**src/rtl/mem_arbiter_if.sv**
```systemverilog
// rtl/mem_arbiter_if.sv - cache-side and memory-side signal bundle for mem_arbiter
interface mem_arbiter_if #(
  parameter int ADDR_W = 28,
  parameter int DATA_W = 128
);
  logic              i_read;
  logic [ADDR_W-1:0] i_address;
  logic [DATA_W-1:0] i_readdata;
  logic              i_busywait;

  logic              d_read;
  logic              d_write;
  logic [ADDR_W-1:0] d_address;
  logic [DATA_W-1:0] d_writedata;
  logic [DATA_W-1:0] d_readdata;
  logic              d_busywait;

  logic              mem_read;
  logic              mem_write;
  logic [ADDR_W-1:0] mem_address;
  logic [DATA_W-1:0] mem_writedata;
  logic [DATA_W-1:0] mem_readdata;
  logic              mem_busywait;

  logic              grant_d;
  logic              grant_i;

  // Arbiter view
  modport slave (
    input  i_read, i_address, d_read, d_write, d_address, d_writedata,
    input  mem_readdata, mem_busywait,
    output i_readdata, i_busywait, d_readdata, d_busywait,
    output mem_read, mem_write, mem_address, mem_writedata,
    output grant_d, grant_i
  );

  // Environment view (caches plus memory model)
  modport master (
    output i_read, i_address, d_read, d_write, d_address, d_writedata,
    output mem_readdata, mem_busywait,
    input  i_readdata, i_busywait, d_readdata, d_busywait,
    input  mem_read, mem_write, mem_address, mem_writedata,
    input  grant_d, grant_i
  );
endinterface

```
**src/rtl/mem_arbiter.sv**
```systemverilog
// rtl/mem_arbiter.sv - round-robin arbiter sharing one memory port between icache and dcache
module mem_arbiter #(
  parameter int ADDR_W = 28,
  parameter int DATA_W = 128
) (
  input  logic          clk,
  input  logic          reset,
  mem_arbiter_if.slave  bus
);

  typedef enum logic [1:0] {
    IDLE    = 2'd0,
    SERVE_I = 2'd1,
    SERVE_D = 2'd2
  } state_t;

  localparam logic GRANT_I = 1'b0;
  localparam logic GRANT_D = 1'b1;

  state_t            state_q, state_d;
  logic              last_grant_q, last_grant_d;
  logic              mem_read_q, mem_read_d;
  logic              mem_write_q, mem_write_d;
  logic [ADDR_W-1:0] mem_address_q, mem_address_d;
  logic [DATA_W-1:0] mem_writedata_q, mem_writedata_d;

  logic req_i;
  logic req_d;
  logic completion;

  assign req_i      = bus.i_read;
  assign req_d      = bus.d_read | bus.d_write;
  // Memory busy is only meaningful while a transaction is outstanding
  assign completion = (state_q != IDLE) & ~bus.mem_busywait;

  // State register and registered memory strobes/address/data
  always_ff @(posedge clk) begin
    if (reset) begin
      state_q         <= IDLE;
      last_grant_q    <= GRANT_I;
      mem_read_q      <= 1'b0;
      mem_write_q     <= 1'b0;
      mem_address_q   <= '0;
      mem_writedata_q <= '0;
    end else begin
      state_q         <= state_d;
      last_grant_q    <= last_grant_d;
      mem_read_q      <= mem_read_d;
      mem_write_q     <= mem_write_d;
      mem_address_q   <= mem_address_d;
      mem_writedata_q <= mem_writedata_d;
    end
  end

  // Grant selection in IDLE, hold while serving, release on completion
  always_comb begin
    state_d         = state_q;
    last_grant_d    = last_grant_q;
    mem_read_d      = mem_read_q;
    mem_write_d     = mem_write_q;
    mem_address_d   = mem_address_q;
    mem_writedata_d = mem_writedata_q;

    case (state_q)
      IDLE: begin
        // On a tie the side that did not win last time gets the port
        if (req_d && (!req_i || last_grant_q == GRANT_I)) begin
          state_d         = SERVE_D;
          last_grant_d    = GRANT_D;
          mem_address_d   = bus.d_address;
          mem_writedata_d = bus.d_writedata;
          mem_write_d     = bus.d_write;
          mem_read_d      = bus.d_read & ~bus.d_write;
        end else if (req_i) begin
          state_d       = SERVE_I;
          last_grant_d  = GRANT_I;
          mem_address_d = bus.i_address;
          mem_write_d   = 1'b0;
          mem_read_d    = 1'b1;
        end
      end
      SERVE_I, SERVE_D: begin
        if (completion) begin
          state_d     = IDLE;
          mem_read_d  = 1'b0;
          mem_write_d = 1'b0;
        end
      end
      default: begin
        state_d     = IDLE;
        mem_read_d  = 1'b0;
        mem_write_d = 1'b0;
      end
    endcase
  end

  assign bus.i_busywait    = req_i & ~((state_q == SERVE_I) & completion);
  assign bus.d_busywait    = req_d & ~((state_q == SERVE_D) & completion);
  assign bus.i_readdata    = bus.mem_readdata;
  assign bus.d_readdata    = bus.mem_readdata;

  assign bus.mem_read      = mem_read_q;
  assign bus.mem_write     = mem_write_q;
  assign bus.mem_address   = mem_address_q;
  assign bus.mem_writedata = mem_writedata_q;

  assign bus.grant_d       = (state_q == SERVE_D);
  assign bus.grant_i       = (state_q == SERVE_I);

endmodule

```
**src/flat_wrapper.sv**
```systemverilog
// flat-port wrapper written by rule: the top's interface ports become plain ports
module mem_arbiter_flat 
#(
  parameter int ADDR_W = 28,
  parameter int DATA_W = 128
)
  (clk, reset, bus_i_read, bus_i_address, bus_d_read, bus_d_write, bus_d_address, bus_d_writedata, bus_mem_readdata, bus_mem_busywait, bus_i_readdata, bus_i_busywait, bus_d_readdata, bus_d_busywait, bus_mem_read, bus_mem_write, bus_mem_address, bus_mem_writedata, bus_grant_d, bus_grant_i);
  mem_arbiter_if #(.ADDR_W(ADDR_W), .DATA_W(DATA_W)) bus_i ();
  input  logic clk;
  input  logic reset;
  input wire logic [$bits(bus_i.i_read)-1:0] bus_i_read;
  input wire logic [$bits(bus_i.i_address)-1:0] bus_i_address;
  input wire logic [$bits(bus_i.d_read)-1:0] bus_d_read;
  input wire logic [$bits(bus_i.d_write)-1:0] bus_d_write;
  input wire logic [$bits(bus_i.d_address)-1:0] bus_d_address;
  input wire logic [$bits(bus_i.d_writedata)-1:0] bus_d_writedata;
  input wire logic [$bits(bus_i.mem_readdata)-1:0] bus_mem_readdata;
  input wire logic [$bits(bus_i.mem_busywait)-1:0] bus_mem_busywait;
  output wire logic [$bits(bus_i.i_readdata)-1:0] bus_i_readdata;
  output wire logic [$bits(bus_i.i_busywait)-1:0] bus_i_busywait;
  output wire logic [$bits(bus_i.d_readdata)-1:0] bus_d_readdata;
  output wire logic [$bits(bus_i.d_busywait)-1:0] bus_d_busywait;
  output wire logic [$bits(bus_i.mem_read)-1:0] bus_mem_read;
  output wire logic [$bits(bus_i.mem_write)-1:0] bus_mem_write;
  output wire logic [$bits(bus_i.mem_address)-1:0] bus_mem_address;
  output wire logic [$bits(bus_i.mem_writedata)-1:0] bus_mem_writedata;
  output wire logic [$bits(bus_i.grant_d)-1:0] bus_grant_d;
  output wire logic [$bits(bus_i.grant_i)-1:0] bus_grant_i;
  assign bus_i.i_read = bus_i_read;
  assign bus_i.i_address = bus_i_address;
  assign bus_i.d_read = bus_d_read;
  assign bus_i.d_write = bus_d_write;
  assign bus_i.d_address = bus_d_address;
  assign bus_i.d_writedata = bus_d_writedata;
  assign bus_i.mem_readdata = bus_mem_readdata;
  assign bus_i.mem_busywait = bus_mem_busywait;
  assign bus_i_readdata = bus_i.i_readdata;
  assign bus_i_busywait = bus_i.i_busywait;
  assign bus_d_readdata = bus_i.d_readdata;
  assign bus_d_busywait = bus_i.d_busywait;
  assign bus_mem_read = bus_i.mem_read;
  assign bus_mem_write = bus_i.mem_write;
  assign bus_mem_address = bus_i.mem_address;
  assign bus_mem_writedata = bus_i.mem_writedata;
  assign bus_grant_d = bus_i.grant_d;
  assign bus_grant_i = bus_i.grant_i;
  mem_arbiter #(.ADDR_W(ADDR_W), .DATA_W(DATA_W)) u_core (.clk(clk), .reset(reset), .bus(bus_i));
endmodule
```
**config.mk**
```make
export PLATFORM = sky130hd
export DESIGN_NAME = mem_arbiter_flat
export DESIGN_NICKNAME = d
export VERILOG_FILES = /design/src/rtl/mem_arbiter_if.sv /design/src/rtl/mem_arbiter.sv /design/src/flat_wrapper.sv
export SDC_FILE = /design/constraint.sdc
export NUM_CORES = 1
export LEC_CHECK = 0
export CAP_MARGIN = 10
export CORE_AREA = 2 2 290 292
export DETAILED_ROUTE_END_ITERATION = 16
export DIE_AREA = 0 0 292 294
export PLACE_DENSITY = 0.46
export SYNTH_ARGS = -nofsm -noshare
export SYNTH_HDL_FRONTEND = slang
export SYNTH_SLANG_ARGS = --single-unit
```
**constraint.sdc**
```tcl
create_clock -name clk -period 1.43 [get_ports clk]
set_input_delay 0.143 -clock clk [delete_from_list [all_inputs] [get_ports clk]]
set_output_delay 0.143 -clock clk [all_outputs]
set_load 0.1 [all_outputs]
```
# Word-level counts from Yosys, hierarchy flattened
# Cells that the tools add are included.
# Widths: inputs -> output; s select.
# word_totals
ff_bits	161
out_inout_bits	418
wordCells	46
# op_classes
n_eq_ne	4
n_mux	14
bitwise_logic	12
reduce_logical	10
# ops
op	n
$mux 28	2
$and 1x1->1	6
$mux 1	6
$mux 2	3
$reduce_and 2->1	3
$not 1->1	5
$pmux 1 s2	2
$pmux 2 s2	1
$reduce_bool 2->1	2
$ne 3x2->1 const B	1
$eq 2x1->1 const B	1
$eq 2x2->1 const B	1
$logic_not 2->1	1
$ne 2x1->1 const B	1
$reduce_or 2->1	1
$logic_and 1x1->1	1
$logic_not 1->1	1
$logic_or 1x1->1	1
$or 1x1->1	1

# Depth between registers and ports, before layout
# depth
depth_word	5
mapped_depth	8

# Least setup slack after synthesis
# No wires, ideal clock.
# synth_timing
path_kind	reg2out
startpoint	register u_core.state_q[1]
endpoint	output port bus_i_busywait
arrival_time_ns	3.257
required_ns	1.287
setup_slack_ns	-1.970
stages_incl_launch_ff	4
path_buffers	0
cell_sequence	dfxtp_1 > inv_1 > ha_1 > a21boi_0
# synth_via
word_cells_on_any_way	6
cone_classes	1 x eq/ne; 4 x bitwise; 1 x reduce/logical
# synth_rtl
element	line_no	text
from (decl)	mem_arbiter.sv:20	state_t state_q, state_d;
from (signal assigned)	mem_arbiter.sv:46	state_q <= state_d;
$eq 2x1->1	-	
net bus_grant_i	flat_wrapper.sv:28	output wire logic [$bits(bus_i.grant_i)-1:0] bus_grant_i;
$and 1x1->1	mem_arbiter.sv:97	assign bus.i_busywait = req_i & ~((state_q == SERVE_I) & completion);
$not 1->1	mem_arbiter.sv:97	
$and 1x1->1	mem_arbiter.sv:97	
to (decl)	flat_wrapper.sv:20	output wire logic [$bits(bus_i.i_busywait)-1:0] bus_i_busywait;
# The timed path passes the listed nets, and every way through them passes these cells.

# Worst setup path in the final report
# layout_timing
startpoint	register u_core.state_q[1]
endpoint	output port bus_d_busywait
# layout_via
elab_chain_len	5
word_cells_on_any_way	6
cone_classes	1 x eq/ne; 4 x bitwise; 1 x reduce/logical
# layout_lines
element	line_no	text
$reduce_bool 2->1	mem_arbiter.sv:34	assign completion = (state_q != IDLE) & ~bus.mem_busywait;
$and 1x1->1	mem_arbiter.sv:34	
$and 1x1->1 *	mem_arbiter.sv:98	assign bus.d_busywait = req_d & ~((state_q == SERVE_D) & completion);
$not 1->1 *	mem_arbiter.sv:98	
$and 1x1->1 *	mem_arbiter.sv:98	
to (decl)	flat_wrapper.sv:22	output wire logic [$bits(bus_i.d_busywait)-1:0] bus_d_busywait;
# Every way passes the cells marked *; elsewhere a longest branch is shown, timed or not.

==> summary.txt <==
Clock tree
  – Worst-Skew Late Latency: 510 ps
  – Htree depth: 4
  – Clock Root Buffer: clkbuf_16
  – Clock Sink Count: 161
  – Clock transition at path regs: 80 ps
  – CTS buffer count: 17
  – Clk buf depth: 2
  – TritonCTS clock tree: built

Critical path
  – CP top delay family: buffers and inverters
  – Worst setup SP type: flop
  – Crit path kind: reg2out
  – Data required, critical path: 1290 ps
  – Crit-path cells: inv_2 -> buf_6 -> ha_4 -> nor2_4 -> a21oi_4 -> buf_12
  – Slowest-stage cell, CP: dfxtp_2
  – Reg2reg path depth: 9
  – WP depth: 6
  – Reg2Reg Capture Point: u_core.state_q[1]
  – Reg2Reg Setup Slack: -210 ps
  – Worst endpoint data arrival time: 1590 ps
  – Buf/Inv on CP: 3
  – CP max stage delay: 330 ps
  – CP Max Fanout: 2
  – Reg2reg start: u_core.state_q[0]
  – Endpoint class of the critical path: output pin
  – Crit path from: u_core.state_q[1]
  – CP endpoint: bus_d_busywait

Placement
  – Placed Cells: 2168
  – Port Buffer Count: about 350
  – RD Place Congestion: 0.750
  – Setup slack after placement: -519 ps
  – Post-DP HPWL: 27500 um

Route
  – Vias per inst: 3.65
  – Top sig layer: met5
  – Met3 routed wirelength: approximately 5200 um
  – Post-route ant nets: 0
  – Final WL: 49500 um
  – Met2 WL: roughly 22000 um
  – Vias: 8341
  – Remaining DRCs: 0
  – Drt pass-1 iters: 6
  – WL per Instance: roughly 22 um
  – Post-Route M1 WL: approximately 19000 um
  – DRT iter0 DRCs: 240

GRT
  – Antenna violations before repair: 8
  – Largest net degree at the start of global routing: 74
  – Vias in the first global route: 8643
  – GR Util All Layers: 0.107
  – First-pass GRT wire length: 63900 um
  – Grt ovf: 0

Die
  – IO Pins: 736
  – Die H: 294 um
  – Starting Density: 0.0994
  – Die width: 292 um
  – Rows: ~110
  – Core area: 0.0829 mm2
  – DIE AREA: 0.0858 mm2

STA
  – Slew margin rel.: 0.645
  – Worst Skew: 21.9 ps
  – Final hold violations: 0
  – Final WS setup: -299 ps
  – Slew Limit Fails: 0
  – RSZ-0062 raised after global routing: yes
  – Min Tclk post-route: 1730 ps
  – Fin crit share: 1.21
  – Slew @ Worst Pin: 533 ps
  – Endpoints failing setup: 165
  – Max frequency: between 500 and 600 MHz

Synth
  – Mapped Area: 0.00824 mm2
  – Register bit total from synthesis: 161
  – Post-synth net total: between 1000 and 1500
  – Ys async rst share: 0
  – Primary FF master, synth: dfxtp_1
  – Avg Inst Size Synth: 7.97 um2
  – Post-Syn Instances: roughly 1000
  – Synth warn: 0
  – EDFF count, synth: 0
  – Post-synthesis sequential area ratio: 0.391
  – Distinct cells, synth: 23

Cells and area
  – Area delta synth->final: 116%
  – Layout cells sized above 1: 0.588
  – Fin nets: 1507
  – Multi-input logic area: 0.00517 mm2
  – Filler cells: ~9000
  – Reg area: 0.00323 mm2
  – Core Util, Final: 0.215
  – Final cell count without fillers: ~2300

Flow run
  – Max-cap check violation count: 0

Outcome
  – Status: complete, but fails checks
  – Failing checks: setup timing

Power
  – Worst VDD drop: 1.01 mV
  – PwrDens: 2030 mW/mm2
  – Pwr Total: 36.1 mW
  – Leakage power: 6.10 nW

Min path
  – Hold Crit Class: in2reg
## metal layers
metal,up-vias,track usage
met5,-,0.00227
met4,4,0.0684
met3,155,0.0602
met2,537,0.161
met1,4005,0.115
li1,3640,-
## cell type report
cell class | instances | area share
inverter | 4 | 0.00176
multi-input combinational | 526 | 0.290
tap | 1080 | 0.0758
timing repair buffer | 472 | 0.414
timing repair inverter | 3 | 0.00204
sequential | 161 | 0.181
clock inverter | 15 | 0.00955
antenna | 5 | 0.000702
clock buffer | 17 | 0.0239
## cells in the mapped netlist, types with 3 or more instances
master | number | share of area
buf_4 | 260 | 0.24
a21oi_1 | 134 | 0.081
dfxtp_1 | 161 | 0.39
clkbuf_1 | 50 | 0.023
buf_2 | 32 | 0.019
a311oi_1 | 28 | 0.030
ha_1 | 4 | 0.0061
nor2_1 | 30 | 0.014
inv_1 | 3 | 0.0014
o21ai_0 | 133 | 0.081
nand3_1 | 130 | 0.079
nand2_1 | 58 | 0.026
## power by group
part / internal [mW] / switching [mW]
logic: 10.1 / 14.4
registers: 5.46 / 1.24
clock network: 2.35 / 2.57
total: 17.9 / 18.2
## cells in the final DEF (no fill, tap or decap), types with 2 or more instances in the layout
master,Yosys,final
buf_12,0,199
clkdlybuf4s50_1,0,188
dfxtp_1,161,156
a21oi_2,0,109
o21ai_2,0,68
nand3_4,0,63
nand3_2,0,58
nand2_1,58,58
o21ai_4,0,34
buf_16,0,31
clkbuf_16,0,26
buf_4,260,26
a21oi_1,134,24
a311oi_2,0,21
o21ai_1,0,17
nor2_1,30,15
o21ai_0,133,14
buf_6,0,14
nor2_4,0,12
nand3_1,130,9
a311oi_1,28,7
diode_2,0,5
inv_8,0,5
inv_6,0,5
ha_4,0,4
clkinv_8,0,4
dfxtp_2,0,4
nor2_2,0,3
buf_8,0,3
inv_2,1,2
clkinv_4,0,2
## sequential cells by signal (all words and copies together), names as in the netlist
signal / cells
u_core.last_grant_q: 1
u_core.bus.mem_read: 1
u_core.bus.mem_write: 1
u_core.bus.mem_writedata: 128
u_core.bus.mem_address: 28
u_core.state_q: 2
## worst reg2reg max path, cell delays in order, from the launching register on
cell,delay (ps)
dfxtp_2,330
inv_2,70
buf_6,100
ha_4,160
buf_6,120
o31a_4,240
buf_12,170
buf_16,170
nand3_2,90
a21oi_2,130
## what timing repair did
item                                    in CTS  in global routing
cloned                                      37                 10
setup buffers                               39                 10
pin swaps                                  233                139
gates resized for setup                    428                286
hold buffers                                 1                  0
endpoints found under the setup margin     161                165
hold endpoints to repair                    16                  0
## how the worst min path moves through the flow
stage,slack (ps),from,end,cells after the start
2_1_floorplan,290,bus_d_writedata[0],u_core.bus.mem_writedata[0],2
3_3_place_gp,290,bus_mem_readdata[39],bus_i_readdata[39],0
6_report,200,bus_i_address[6],u_core.bus.mem_address[6],3
3_5_place_dp,290,bus_mem_readdata[39],bus_i_readdata[39],0
4_1_cts,110,bus_i_address[2],u_core.bus.mem_address[2],3
5_1_grt,140,bus_d_writedata[91],u_core.bus.mem_writedata[91],3
## stage by stage
| stage | hold WS [ps] | setup TNS [ps] | area, um2 |
|---|---|---|---|
| after global routing | 144 | -27380 | 17800 |
| after CTS | 115 | -24740 | 16400 |
| after detailed placement | 287 | -67620 | 13100 |
| after global placement | 287 | -66660 | 13100 |
| final | 196 | -17650 | 17800 |
| after floorplan | 291 | -361 | 8330 |
## logic make-up (layout without fill, tap and decap cells)
logic type / after synthesis / count (layout) / share of synthesized area
other: 0 / 5 / 0
AOI/OAI and AO/OA: 301 / 301 / 0.200
DFF: 161 / 161 / 0.391
adders and majority gates: 4 / 4 / 0.00607
and+or+nand+nor: 221 / 221 / 0.122
buffers and inverters: 347 / 511 / 0.281
(Power assumes the default switching activity.)
